File: src/rtl/uart_tx_fifo_periph.sv
// Memory-mapped 8N1 UART transmitter with a byte FIFO, a status register and
// a control register. Every bus access is acknowledged one cycle after it is
// accepted.
//
// state | meaning
// ------+---------------------------------------------------------------
// IDLE  | line high, waiting for tx_enable and a non-empty FIFO
// START | start bit (low) for DIV cycles
// DATA  | eight data bits, LSB first, DIV cycles each
// STOP  | stop bit (high) for DIV cycles, then one IDLE cycle
module uart_tx_fifo_periph #(
  parameter int CLOCK_FREQ = 125_000_000,
  parameter int BAUD_RATE  = 115200,
  parameter int FIFO_DEPTH = 16
) (
  input  logic        clk,
  input  logic        rst,
  input  logic        mem_valid,
  input  logic [31:0] mem_addr,
  input  logic [31:0] mem_wdata,
  input  logic [3:0]  mem_wstrb,
  output logic [31:0] mem_rdata,
  output logic        mem_ready,
  output logic        uart_tx
);

  localparam int DIV = CLOCK_FREQ / BAUD_RATE;
  localparam int PW  = (FIFO_DEPTH > 1) ? $clog2(FIFO_DEPTH) : 1;
  localparam int CW  = $clog2(FIFO_DEPTH + 1);
  localparam int BW  = (DIV > 1) ? $clog2(DIV) : 1;
  localparam logic [BW-1:0] BAUD_LOAD = BW'(DIV - 1);
  localparam logic [CW-1:0] DEPTH_C   = CW'(FIFO_DEPTH);

  typedef enum logic [1:0] {IDLE, START, DATA, STOP} state_t;

  state_t        state;
  logic [BW-1:0] baud_cnt;
  logic [2:0]    bit_idx;
  logic [7:0]    shift;

  logic [7:0]    fifo_mem [FIFO_DEPTH];
  logic [PW-1:0] wr_ptr;
  logic [PW-1:0] rd_ptr;
  logic [CW-1:0] count;
  logic          overflow;
  logic          tx_enable;

  logic          accept;
  logic          is_write;
  logic [1:0]    reg_sel;
  logic          push_req;
  logic          push;
  logic          pop;
  logic          ctrl_wr;
  logic          flush;
  logic          full;
  logic          empty;
  logic [7:0]    count8;
  logic [31:0]   rd_mux;
  logic          unused_bits;

  assign accept   = mem_valid && !mem_ready;
  assign is_write = |mem_wstrb;
  assign reg_sel  = mem_addr[3:2];
  assign full     = (count == DEPTH_C);
  assign empty    = (count == '0);
  assign push_req = accept && is_write && mem_wstrb[0] && (reg_sel == 2'd0);
  assign ctrl_wr  = accept && is_write && mem_wstrb[0] && (reg_sel == 2'd2);
  assign flush    = ctrl_wr && mem_wdata[1];
  // full is the pre-edge value, so a write while full is dropped even if the
  // transmitter pops on the same edge
  assign push     = push_req && !full && !flush;
  assign pop      = (state == IDLE) && tx_enable && !empty;
  assign count8   = 8'(count);

  assign unused_bits = ^{mem_addr[31:4], mem_addr[1:0], mem_wdata[31:8]};

  // read mux over the pre-edge register state
  always_comb begin
    rd_mux = 32'h0;
    case (reg_sel)
      2'd1:    rd_mux = {16'h0, count8, 4'h0, overflow, empty, full, state != IDLE};
      2'd2:    rd_mux = {31'h0, tx_enable};
      default: rd_mux = 32'h0;
    endcase
  end

  // fixed one-cycle acknowledge; read data is captured at the accepting edge
  always_ff @(posedge clk) begin
    if (rst) begin
      mem_ready <= 1'b0;
      mem_rdata <= 32'h0;
    end else begin
      mem_ready <= accept;
      mem_rdata <= (accept && !is_write) ? rd_mux : 32'h0;
    end
  end

  // control bits and sticky overflow flag
  always_ff @(posedge clk) begin
    if (rst) begin
      tx_enable <= 1'b1;
      overflow  <= 1'b0;
    end else begin
      if (ctrl_wr) tx_enable <= mem_wdata[0];
      if (ctrl_wr && mem_wdata[2]) overflow <= 1'b0;
      else if (push_req && full)   overflow <= 1'b1;
    end
  end

  // FIFO pointers and occupancy; flush beats any same-edge push
  always_ff @(posedge clk) begin
    if (rst || flush) begin
      wr_ptr <= '0;
      rd_ptr <= '0;
      count  <= '0;
    end else begin
      if (push) wr_ptr <= wr_ptr + PW'(1);
      if (pop)  rd_ptr <= rd_ptr + PW'(1);
      if (push && !pop)      count <= count + CW'(1);
      else if (pop && !push) count <= count - CW'(1);
    end
  end

  // FIFO storage; emptiness is tracked by count so no reset is needed here
  always_ff @(posedge clk) begin
    if (push) fifo_mem[wr_ptr] <= mem_wdata[7:0];
  end

  // transmit FSM with registered serial output
  always_ff @(posedge clk) begin
    if (rst) begin
      state    <= IDLE;
      baud_cnt <= '0;
      bit_idx  <= '0;
      shift    <= '0;
      uart_tx  <= 1'b1;
    end else begin
      case (state)
        IDLE: begin
          if (pop) begin
            shift    <= fifo_mem[rd_ptr];
            baud_cnt <= BAUD_LOAD;
            uart_tx  <= 1'b0;
            state    <= START;
          end
        end
        START: begin
          if (baud_cnt == '0) begin
            baud_cnt <= BAUD_LOAD;
            bit_idx  <= '0;
            uart_tx  <= shift[0];
            state    <= DATA;
          end else begin
            baud_cnt <= baud_cnt - BW'(1);
          end
        end
        DATA: begin
          if (baud_cnt == '0) begin
            baud_cnt <= BAUD_LOAD;
            if (bit_idx == 3'd7) begin
              uart_tx <= 1'b1;
              state   <= STOP;
            end else begin
              bit_idx <= bit_idx + 3'd1;
              shift   <= {1'b0, shift[7:1]};
              uart_tx <= shift[1];
            end
          end else begin
            baud_cnt <= baud_cnt - BW'(1);
          end
        end
        STOP: begin
          if (baud_cnt == '0) state <= IDLE;
          else                baud_cnt <= baud_cnt - BW'(1);
        end
        default: state <= IDLE;
      endcase
    end
  end

endmodule

File: config.mk
export PLATFORM = sky130hd
export DESIGN_NAME = uart_tx_fifo_periph
export DESIGN_NICKNAME = d
export VERILOG_FILES = /design/src/rtl/uart_tx_fifo_periph.sv
export SDC_FILE = /design/constraint.sdc
export NUM_CORES = 1
export LEC_CHECK = 0
export CAP_MARGIN = 20
export CORE_ASPECT_RATIO = 2
export CORE_MARGIN = 1
export CORE_UTILIZATION = 46
export DETAILED_ROUTE_END_ITERATION = 16
export PLACE_DENSITY = 0.8
export SLEW_MARGIN = 5
export SYNTH_ARGS = -nofsm -noshare
export SYNTH_HDL_FRONTEND = slang
export SYNTH_SLANG_ARGS = --single-unit
File: constraint.sdc
create_clock -name clk -period 5.4 [get_ports clk]
set_input_delay 1.08 -clock clk [delete_from_list [all_inputs] [get_ports clk]]
set_output_delay 1.08 -clock clk [all_outputs]
set_load 0.1 [all_outputs]
# == Yosys cells after proc, flatten, opt, wreduce, memory -nomap -nowiden ==
# Memory sizes are Yosys's and may differ from the RTL's. A register that Yosys moved wholly into a read port is not among the register bits.
# Cells that the tools add are included.
# W data, S select, Z words.
# totals
regBits,73
mem_bits_rw,128
input_bits,71
word_cells,105
mem_count,1
# classes
n_addsub,6
n_eq_ne,14
muxes,30
bitwise,1
n_reduce_logical,41
# memory_table
memory,words,word_bits,read_ports,rd_ports_with_merged_regs,wr,line_no,text
fifo_mem,16,8,1,1,1,41,logic [7:0] fifo_mem [FIFO_DEPTH];
# op_table
op,count
$mux W11,3
$pmux W11 S3,1
$pmux W13 S2,1
$mux W8,3
$pmux W8 S2,1
$logic_and A1 B1 Y1,15
$ne A2 B2 Y1 const B,7
$reduce_and A4 Y1,3
$logic_not A11 Y1,1
$sub A11 B1 Y11 const B,1
$mux W2,5
$mux W5,2
$mux W3,3
$add A4 B1 Y4 const B,2
$mux W4,2
$pmux W2 S4,1
$reduce_bool A2 Y1,4
$logic_not A1 Y1,7
$eq A2 B2 Y1 const B,3
$mux W1,6
$pmux W3 S2,1
$reduce_or A2 Y1,3
$add A5 B1 Y5 const B,1
$eq A5 B5 Y1 const B,1
13 further kinds,15

# == Longest topological paths before layout ==
# Gate-level depths: netlist (run 1).
# depth
depth_word,12
depth_mapped,13

# == Worst setup path after synthesis (run 1) ==
# OpenSTA, ideal clock, no wires.
# synth_path
path_kind,in2reg
start,in mem_addr[2]
end,reg count[4]
arrival_time_ns,3.355
path_slack_ns,1.975
stages,12
n_path_buf,0
cell_sequence,inv_1 ha_1 nand4b_1 a221oi_2 ha_1 inv_1 fa_1 a21o_1 a21oi_1 xnor2_1 or3_1 a21oi_1
# synth_via
elab_chain_cells,8
elab_cells_between_ends,14
classes_between,eq/ne (1); mux (1); reduce/logical (12)
# synth_rtl
item,line_no,text
"start, declared",19,"input logic [31:0] mem_addr,"
$eq A2 B2 Y1,68,assign ctrl_wr = accept && is_write && mem_wstrb[0] && (reg_sel == 2'd2);
$logic_and A1 B1 Y1,68,
$logic_and A1 B1 Y1,69,assign flush = ctrl_wr && mem_wdata[1];
$logic_not A1 Y1,72,assign push = push_req && !full && !flush;
$logic_and A1 B1 Y1 *,72,
via push,52,logic push;
$logic_not A1 Y1,121,else if (pop && !push) count <= count - CW'(1);
$logic_and A1 B1 Y1,121,
$reduce_bool A2 Y1 (no source line),n/a,
"end signal, assigned",120,if (push && !pop) count <= count + CW'(1);
"end signal, assigned",121,
"end, declared",44,logic [CW-1:0] count;
# The timed path passes the listed nets; every way through them passes the cells marked *.
# A chain may end at the register's enable or synchronous reset.

# == Worst setup path after layout (run 1) ==
# layout_path
start,in mem_wdata[1]
end,reg count[4]
# layout_via
elab_chain_cells,6
elab_cells_between_ends,9
classes_between,mux (1); reduce/logical (8)
# layout_rtl
item,line_no,text
"start, declared",20,"input logic [31:0] mem_wdata,"
$logic_and A1 B1 Y1 *,69,
$logic_not A1 Y1 *,72,
$logic_and A1 B1 Y1 *,72,
via push,52,
$logic_not A1 Y1,121,
$logic_and A1 B1 Y1,121,
$reduce_bool A2 Y1 (no source line),n/a,
# Marks and branches as above.

==> results.sh, run 1 <==
export IMPL_worst_path_stages=10
export IMPL_dp_cells=777
export IMPL_wirelength_um=15750
export IMPL_tns_ps=0
export IMPL_hold_path_end="overflow$_SDFFE_PP0P_"
export IMPL_post_drt_wl_per_cell_um=19.45
export IMPL_hp_class="flop to flop"
export IMPL_crit_chain="clkdlybuf4s50_1 > a221oi_2 > ha_1 > inv_1 > fa_1 > a21o_1 > a21oi_1 > xnor2_1 > or3_1 > a21oi_1"
export IMPL_diodes=0
export IMPL_drtPass1Iterations=4
export IMPL_worst_slew_pin_slew_ps=1058
export IMPL_clock_latency_ps=430
export IMPL_stdcell_count=810
export IMPL_whs_ps=469.2
export IMPL_die_area_um2=17900
export IMPL_critPathLaunchType="primary input"
export IMPL_grt_setup_unrepaired="no"
export IMPL_power_leakage_nw=3.023
export IMPL_mappedNetlistArea_um2=7975
export IMPL_crit_path_end_kind="flop"
export IMPL_critPathBufInv=2
export IMPL_stdcell_area_um2=8905
export IMPL_synth_edf_count=128
export IMPL_antenna_left=0
export IMPL_grt_pass1_wl_um=24480
export IMPL_overflow=0
export IMPL_yosys_cell_count_top_type="edfxtp_1"
export IMPL_drive_gt1_frac=0.1426
export IMPL_r2r_start="count[0]$_SDFFE_PP0P_"
export IMPL_critPathTopFamily="compound AO/OA/AOI/OAI gates"
export IMPL_yosysUniqueCellTypes=68
export IMPL_r2r_end="count[4]$_SDFFE_PP0P_"
export IMPL_synth_common_cells="edfxtp_1 (128), dfxtp_1 (54), nor2_1 (52)"
export IMPL_grt_max_degree=34
export IMPL_cts_buffers=17
export IMPL_cts_sinks=182
export IMPL_viasPerCell=5.640
export IMPL_pin_count=105
export IMPL_rrSetupSlack_ps=2440
export IMPL_synth_largest_area_cell="edfxtp_1"
export IMPL_final_nets=683
export IMPL_slew_headroom=0.2940
export IMPL_syn_mean_instance_area_um2=14.22
export IMPL_crit_type="primary input to flop"
export IMPL_initial_core_util=0.4733
export IMPL_fmax_mhz=252.1
export IMPL_yosysWarnings=0
export IMPL_fillCellCount=1337
export IMPL_dpl_cell_area_um2=8282
export IMPL_coreArea_um2=16850
export IMPL_grt_total_usage=0.1881
export IMPL_synth_top_cells_by_area="edfxtp_1 (48%), dfxtp_1 (14%), mux4_2 (8.8%)"
export IMPL_crit_arrival_ps=4320
export IMPL_drc_errors=0
export IMPL_synth_async_reset_ratio=0
export IMPL_vdd_drop_max_uv=251.7
export IMPL_globalplace_congestion=0.8332
export IMPL_syn_inst=561
export IMPL_ys_seq_area_frac=0.6175
export IMPL_max_stage_delay_ps=780
export IMPL_antenna_found_initial=0
export IMPL_setup_viol=0
export IMPL_htreeDepth=4
export IMPL_timing_final_crit_share=0.7347
export IMPL_post_dp_hpwl_um=10860
export IMPL_crit_top_cell="a21oi_1"
export IMPL_finalClockSkew_ps=13.71
export IMPL_drt_iter0_drc=250
export IMPL_die_h_um=188.2
export IMPL_required_ps=5750
export IMPL_num_rows=67
export IMPL_cts_tree="done"
export IMPL_ys_ff_latch=182
export IMPL_num_vias=4568
export IMPL_drv_slew=0
export IMPL_min_delay_start="overflow$_SDFFE_PP0P_"
export IMPL_reg2reg_depth=10
export IMPL_cts_resized=0
export IMPL_crit_fanout=18
export IMPL_syn2layout_area_growth_pct=11.66
export IMPL_worstHoldPathCells=1
export IMPL_post_cts_buffers=0
export IMPL_cts_hold_buf=0
export IMPL_status="completed"
export IMPL_synth_top_cell_area_share=0.4820
export IMPL_cap_violations=0
export IMPL_clk_pin_slew_worst_paths_ps=70
export IMPL_grt_pass1_vias=4705
export IMPL_portBuffers=27
export IMPL_ys_flop_type="edfxtp_1"
export IMPL_cp_slowest_cell="clkdlybuf4s50_1"
export IMPL_dieWidth_um=95.11
export IMPL_final_hold_violation_count=0
export IMPL_clockBufferDepth=2
export IMPL_cts_root_buf="clkbuf_16"
export IMPL_p_per_area_nw_per_um2=463.5
export IMPL_period_minus_slack_ps=3967
cell type report:
class	count	area [um^2]	share of cell area
inverter	19	71.32	0.008009
tap	207	259.0	0.02909
timing repair buffer	35	330.3	0.03709
multi-input combinational	335	2703	0.3035
clock inverter	14	186.4	0.02094
clock buffer	18	429.2	0.04819
sequential	182	4926	0.5532
flip-flops by register name (all words and copies together), names as in the netlist, named ones only:
name	count
overflow	1
bit_idx	3
wr_ptr	4
mem_rdata	9
shift	8
mem_ready	1
uart_tx	1
state	2
rd_ptr	4
fifo_mem	128
baud_cnt	11
tx_enable	1
count	5
worst max-delay path by stage:
stage | endpoint | from | slack [ps]
2_1_floorplan | count[4]$_SDFFE_PP0P_ | mem_addr[2] | 1980
6_report | count[4]$_SDFFE_PP0P_ | mem_wdata[1] | 1430
3_3_place_gp | count[4]$_SDFFE_PP0P_ | mem_wdata[1] | 1170
3_5_place_dp | count[4]$_SDFFE_PP0P_ | mem_wdata[1] | 1040
4_1_cts | count[4]$_SDFFE_PP0P_ | mem_wdata[1] | 1460
5_1_grt | count[4]$_SDFFE_PP0P_ | mem_wdata[1] | 1270
per-layer routing:
| layer | track usage | vias to the layer above | routed length, um |
|---|---|---|---|
| met5 | 0 | - | 0 |
| met4 | 0.08858 | 0 | 380 |
| met3 | 0.03995 | 26 | 448 |
| met2 | 0.3563 | 106 | 9343 |
| met1 | 0.1849 | 2301 | 5579 |
| li1 | - | 2135 | - |
worst register-to-register path: stages (launching register included):
cell and delay, ps:
dfxtp_1 470, nor4_1 150, a221oi_2 580, ha_1 290
inv_1 100, fa_1 410, a21o_1 180, a21oi_1 190
xnor2_1 90, or3_1 300, a21oi_1 140
cell usage in the layout (no fill, tap or decap), types with 12 or more instances in the layout:
master,count
a21oi_1,20
clkbuf_16,17
clkdlybuf4s50_1,27
conb_1,23
dfxtp_1,53
edfxtp_1,128
ha_1,21
inv_1,19
mux2i_1,12
mux4_2,31
nand2_1,32
nor2_1,52
cell families after synthesis:
logic type | synth area share
DFF | 0.6175
and+or+nand+nor | 0.09822
AOI/OAI and AO/OA | 0.07750
buffers and inverters | 0.05397
muxes | 0.1059
adders and majority gates | 0.03546
xor gates and xnor gates | 0.01098
other | 0.0004702
stage by stage:
stage	setup slack, ps	utilization	power, W
finish	1433	0.5285	0.004127
global route	1272	0.5285	0.004306
CTS	1462	0.5280	0.004132
detailed placement	1036	0.4915	0.002873
global placement	1171	0.4915	0.002817
floorplan	1975	-	0.002687
power breakdown:
part	leakage, nW	total, W	switching (W)	internal [W]
Sequential	1.59	0.00167	0.0000908	0.00158
Clock	0.297	0.00127	0.000563	0.000705
Combinational	1.13	0.00119	0.000698	0.000494
Total	3.02	0.00413	0.00135	0.00278
Power figures use the tool's default switching activity.
==> run 2, diff against run 1 <==
==> constraint.sdc (replaced) <==
create_clock -name clk -period 3.8 [get_ports clk]
set_input_delay 0.76 -clock clk [delete_from_list [all_inputs] [get_ports clk]]
set_output_delay 0.76 -clock clk [all_outputs]
set_load 0.1 [all_outputs]
==> run 2 against run 1 <==
  * Worst setup slack got worse by 900 ps
  * Die area did not move
  * Power grew 42%
  * Critical path depth increased by 3
  * Clock power is 39% higher
  * Non-clock buffer count is 15 higher
  * Routed wire length rose by 2.2%
  * Highest routed layer unchanged
  * Largest power group unchanged
  * Critical path type unchanged
  * Core utilization grew 0.62 points
  * Combinational power increased by 40%
  * Design area is 1.2% higher
  * Cell count rose by 1.9%
==> results.sh, run 2 (synthesis results as in run 1) <==
export IMPL_hold_path_end="mem_rdata[3]$_SDFF_PP0_"
export IMPL_max_stage_delay_ps=440
export IMPL_tns_ps=0
export IMPL_final_nets=698
export IMPL_top_regs="fifo_mem x128, baud_cnt x11, mem_rdata x9"
export IMPL_diodes=0
export IMPL_setup_viol=0
export IMPL_p_sw_frac=0.3358
export IMPL_cts_root_buf="clkbuf_16"
export IMPL_post_place_ws_ps=126.6
export IMPL_crit_arrival_ps=3640
export IMPL_clk_pin_slew_worst_paths_ps=70
export IMPL_reg2reg_depth=13
export IMPL_drive_gt1_frac=0.1650
export IMPL_hp_class="flop to flop"
export IMPL_final_common_cell="edfxtp_1"
export IMPL_cts_hold_buf=0
export IMPL_pin_count=105
export IMPL_post_drt_wl_per_cell_um=19.52
export IMPL_grt_setup_unrepaired="no"
export IMPL_die_area_um2=17900
export IMPL_top_register="fifo_mem"
export IMPL_r2r_end="count[4]$_SDFFE_PP0P_"
export IMPL_antenna_left=0
export IMPL_globalplace_congestion=0.8539
export IMPL_clock_latency_ps=440
export IMPL_p_seq_frac=0.412
export IMPL_fmax_mhz=305.7
export IMPL_netSwitchingPower_w=0.001967
export IMPL_crit_type="primary input to flop"
export IMPL_wirelength_um=16100
export IMPL_num_rows=67
export IMPL_clockBufferDepth=2
export IMPL_cts_sinks=182
export IMPL_combPwrFrac=0.286
export IMPL_worstHoldPathCells=1
export IMPL_overflow=0
export IMPL_rrSetupSlack_ps=870
export IMPL_cts_resized=0
export IMPL_initial_core_util=0.4733
export IMPL_r2r_start="state[0]$_SDFFE_PP0P_"
export IMPL_clockPowerShare=0.302
export IMPL_period_minus_slack_ps=3271
export IMPL_die_h_um=188.2
export IMPL_grt_pass1_vias=4944
export IMPL_vdd_drop_max_uv=309.0
export IMPL_min_delay_start="overflow$_SDFFE_PP0P_"
export IMPL_grt_total_usage=0.1942
export IMPL_crit_chain="clkdlybuf4s50_1 > inv_1 > ha_1 > nand4b_1 > a221oi_2 > ha_1 > inv_1 > fa_1 > a21o_1 > a21oi_1 > xnor2_1 > or3_1 > a21oi_1"
export IMPL_drc_errors=0
export IMPL_p_per_area_nw_per_um2=650.2
export IMPL_post_dp_hpwl_um=10980
export IMPL_cp_slowest_cell="clkdlybuf4s50_1"
export IMPL_htreeDepth=4
export IMPL_post_cts_buffers=0
export IMPL_critPathBufInv=3
export IMPL_setup_slack_ps=529.1
export IMPL_coreArea_um2=16850
export IMPL_portBuffers=27
export IMPL_drv_slew=0
export IMPL_power_leakage_nw=3.101
export IMPL_antenna_found_initial=0
export IMPL_final_hold_violation_count=0
export IMPL_syn2layout_area_growth_pct=12.97
export IMPL_cap_violations=0
export IMPL_status="completed"
export IMPL_layout_common_cells="edfxtp_1 (128), dfxtp_1 (53), nor2_1 (52)"
export IMPL_timing_final_crit_share=0.8608
export IMPL_dieWidth_um=95.11
export IMPL_slew_headroom=0.2786
export IMPL_cts_buffers=17
export IMPL_critPathTopFamily="compound AO/OA/AOI/OAI gates"
export IMPL_grt_max_degree=33
export IMPL_crit_fanout=4
export IMPL_crit_path_end_kind="flop"
export IMPL_grt_pass1_wl_um=25370
export IMPL_crit_start="mem_addr[2]"
export IMPL_largest_reg_flops=128
export IMPL_viasPerCell=5.720
export IMPL_finalClockSkew_ps=10.44
export IMPL_p_int_w=0.003891
export IMPL_cts_tree="done"
export IMPL_drtPass1Iterations=5
export IMPL_drt_iter0_drc=313
export IMPL_critPathLaunchType="primary input"
export IMPL_num_vias=4719
export IMPL_worst_slew_pin_slew_ps=1081
export IMPL_required_ps=4160
==> run 2: layer usage <==
metal  routed length [um]  global-route usage
met5                    0                   0
met4                  600              0.1131
met3                  580             0.03592
met2                 9258              0.3582
met1                 5661              0.1940
==> run 2: final cells by class <==
type	instances	area (um^2)
timing repair buffer	50	442.9
sequential	182	4926
multi-input combinational	335	2703
tap	207	259.0
inverter	19	71.32
clock buffer	17	425.4
fill	1326	7840
clock inverter	15	182.7
==> run 2: power by group through the flow <==
stage | Sequential, W | Clock [W] | Combinational (W)
after CTS | 0.00242 | 0.00179 | 0.00167
final | 0.00241 | 0.00177 | 0.00167
after global routing | 0.00244 | 0.00188 | 0.00180
after detailed placement | 0.00246 | 0 | 0.00166
after global placement | 0.00244 | 0 | 0.00157
after floorplan | 0.00242 | 0 | 0.00140
==> run 2: metrics by stage <==
stage | total power, W | area, um^2 | util | instances | hold slack, ps
after detailed placement | 0.004114 | 8402 | 0.4986 | 793 | 451.2
final | 0.005858 | 9010 | 0.5347 | 825 | 471.6
after CTS | 0.005875 | 9010 | 0.5347 | 825 | 468.3
after global routing | 0.006123 | 9010 | 0.5347 | 825 | 498.5
after global placement | 0.004018 | 8402 | 0.4986 | 793 | 447.3
after floorplan | 0.003819 | 8058 | - | 583 | 430.5
==> run 2: worst max-delay path by stage <==
| stage | slack (ps) | endpoint | cells after the start |
|---|---|---|---|
| detailed placement | 130 | count[4]$_SDFFE_PP0P_ | 13 |
| CTS | 570 | count[4]$_SDFFE_PP0P_ | 13 |
| global route | 370 | count[4]$_SDFFE_PP0P_ | 13 |
| finish | 530 | count[4]$_SDFFE_PP0P_ | 13 |
| global placement | 200 | count[4]$_SDFFE_PP0P_ | 13 |
| floorplan | 690 | count[4]$_SDFFE_PP0P_ | 12 |
==> run 3, diff against run 2 <==
--- a/config.mk
+++ b/config.mk
@@ -10,6 +10,7 @@
 export CORE_MARGIN = 1
 export CORE_UTILIZATION = 46
 export DETAILED_ROUTE_END_ITERATION = 16
+export GPL_TIMING_DRIVEN = 1
 export PLACE_DENSITY = 0.8
 export SLEW_MARGIN = 5
 export SYNTH_ARGS = -nofsm -noshare
==> results of run 3 <==
The final DEF is identical to that of run 2; final timing and power are the same.
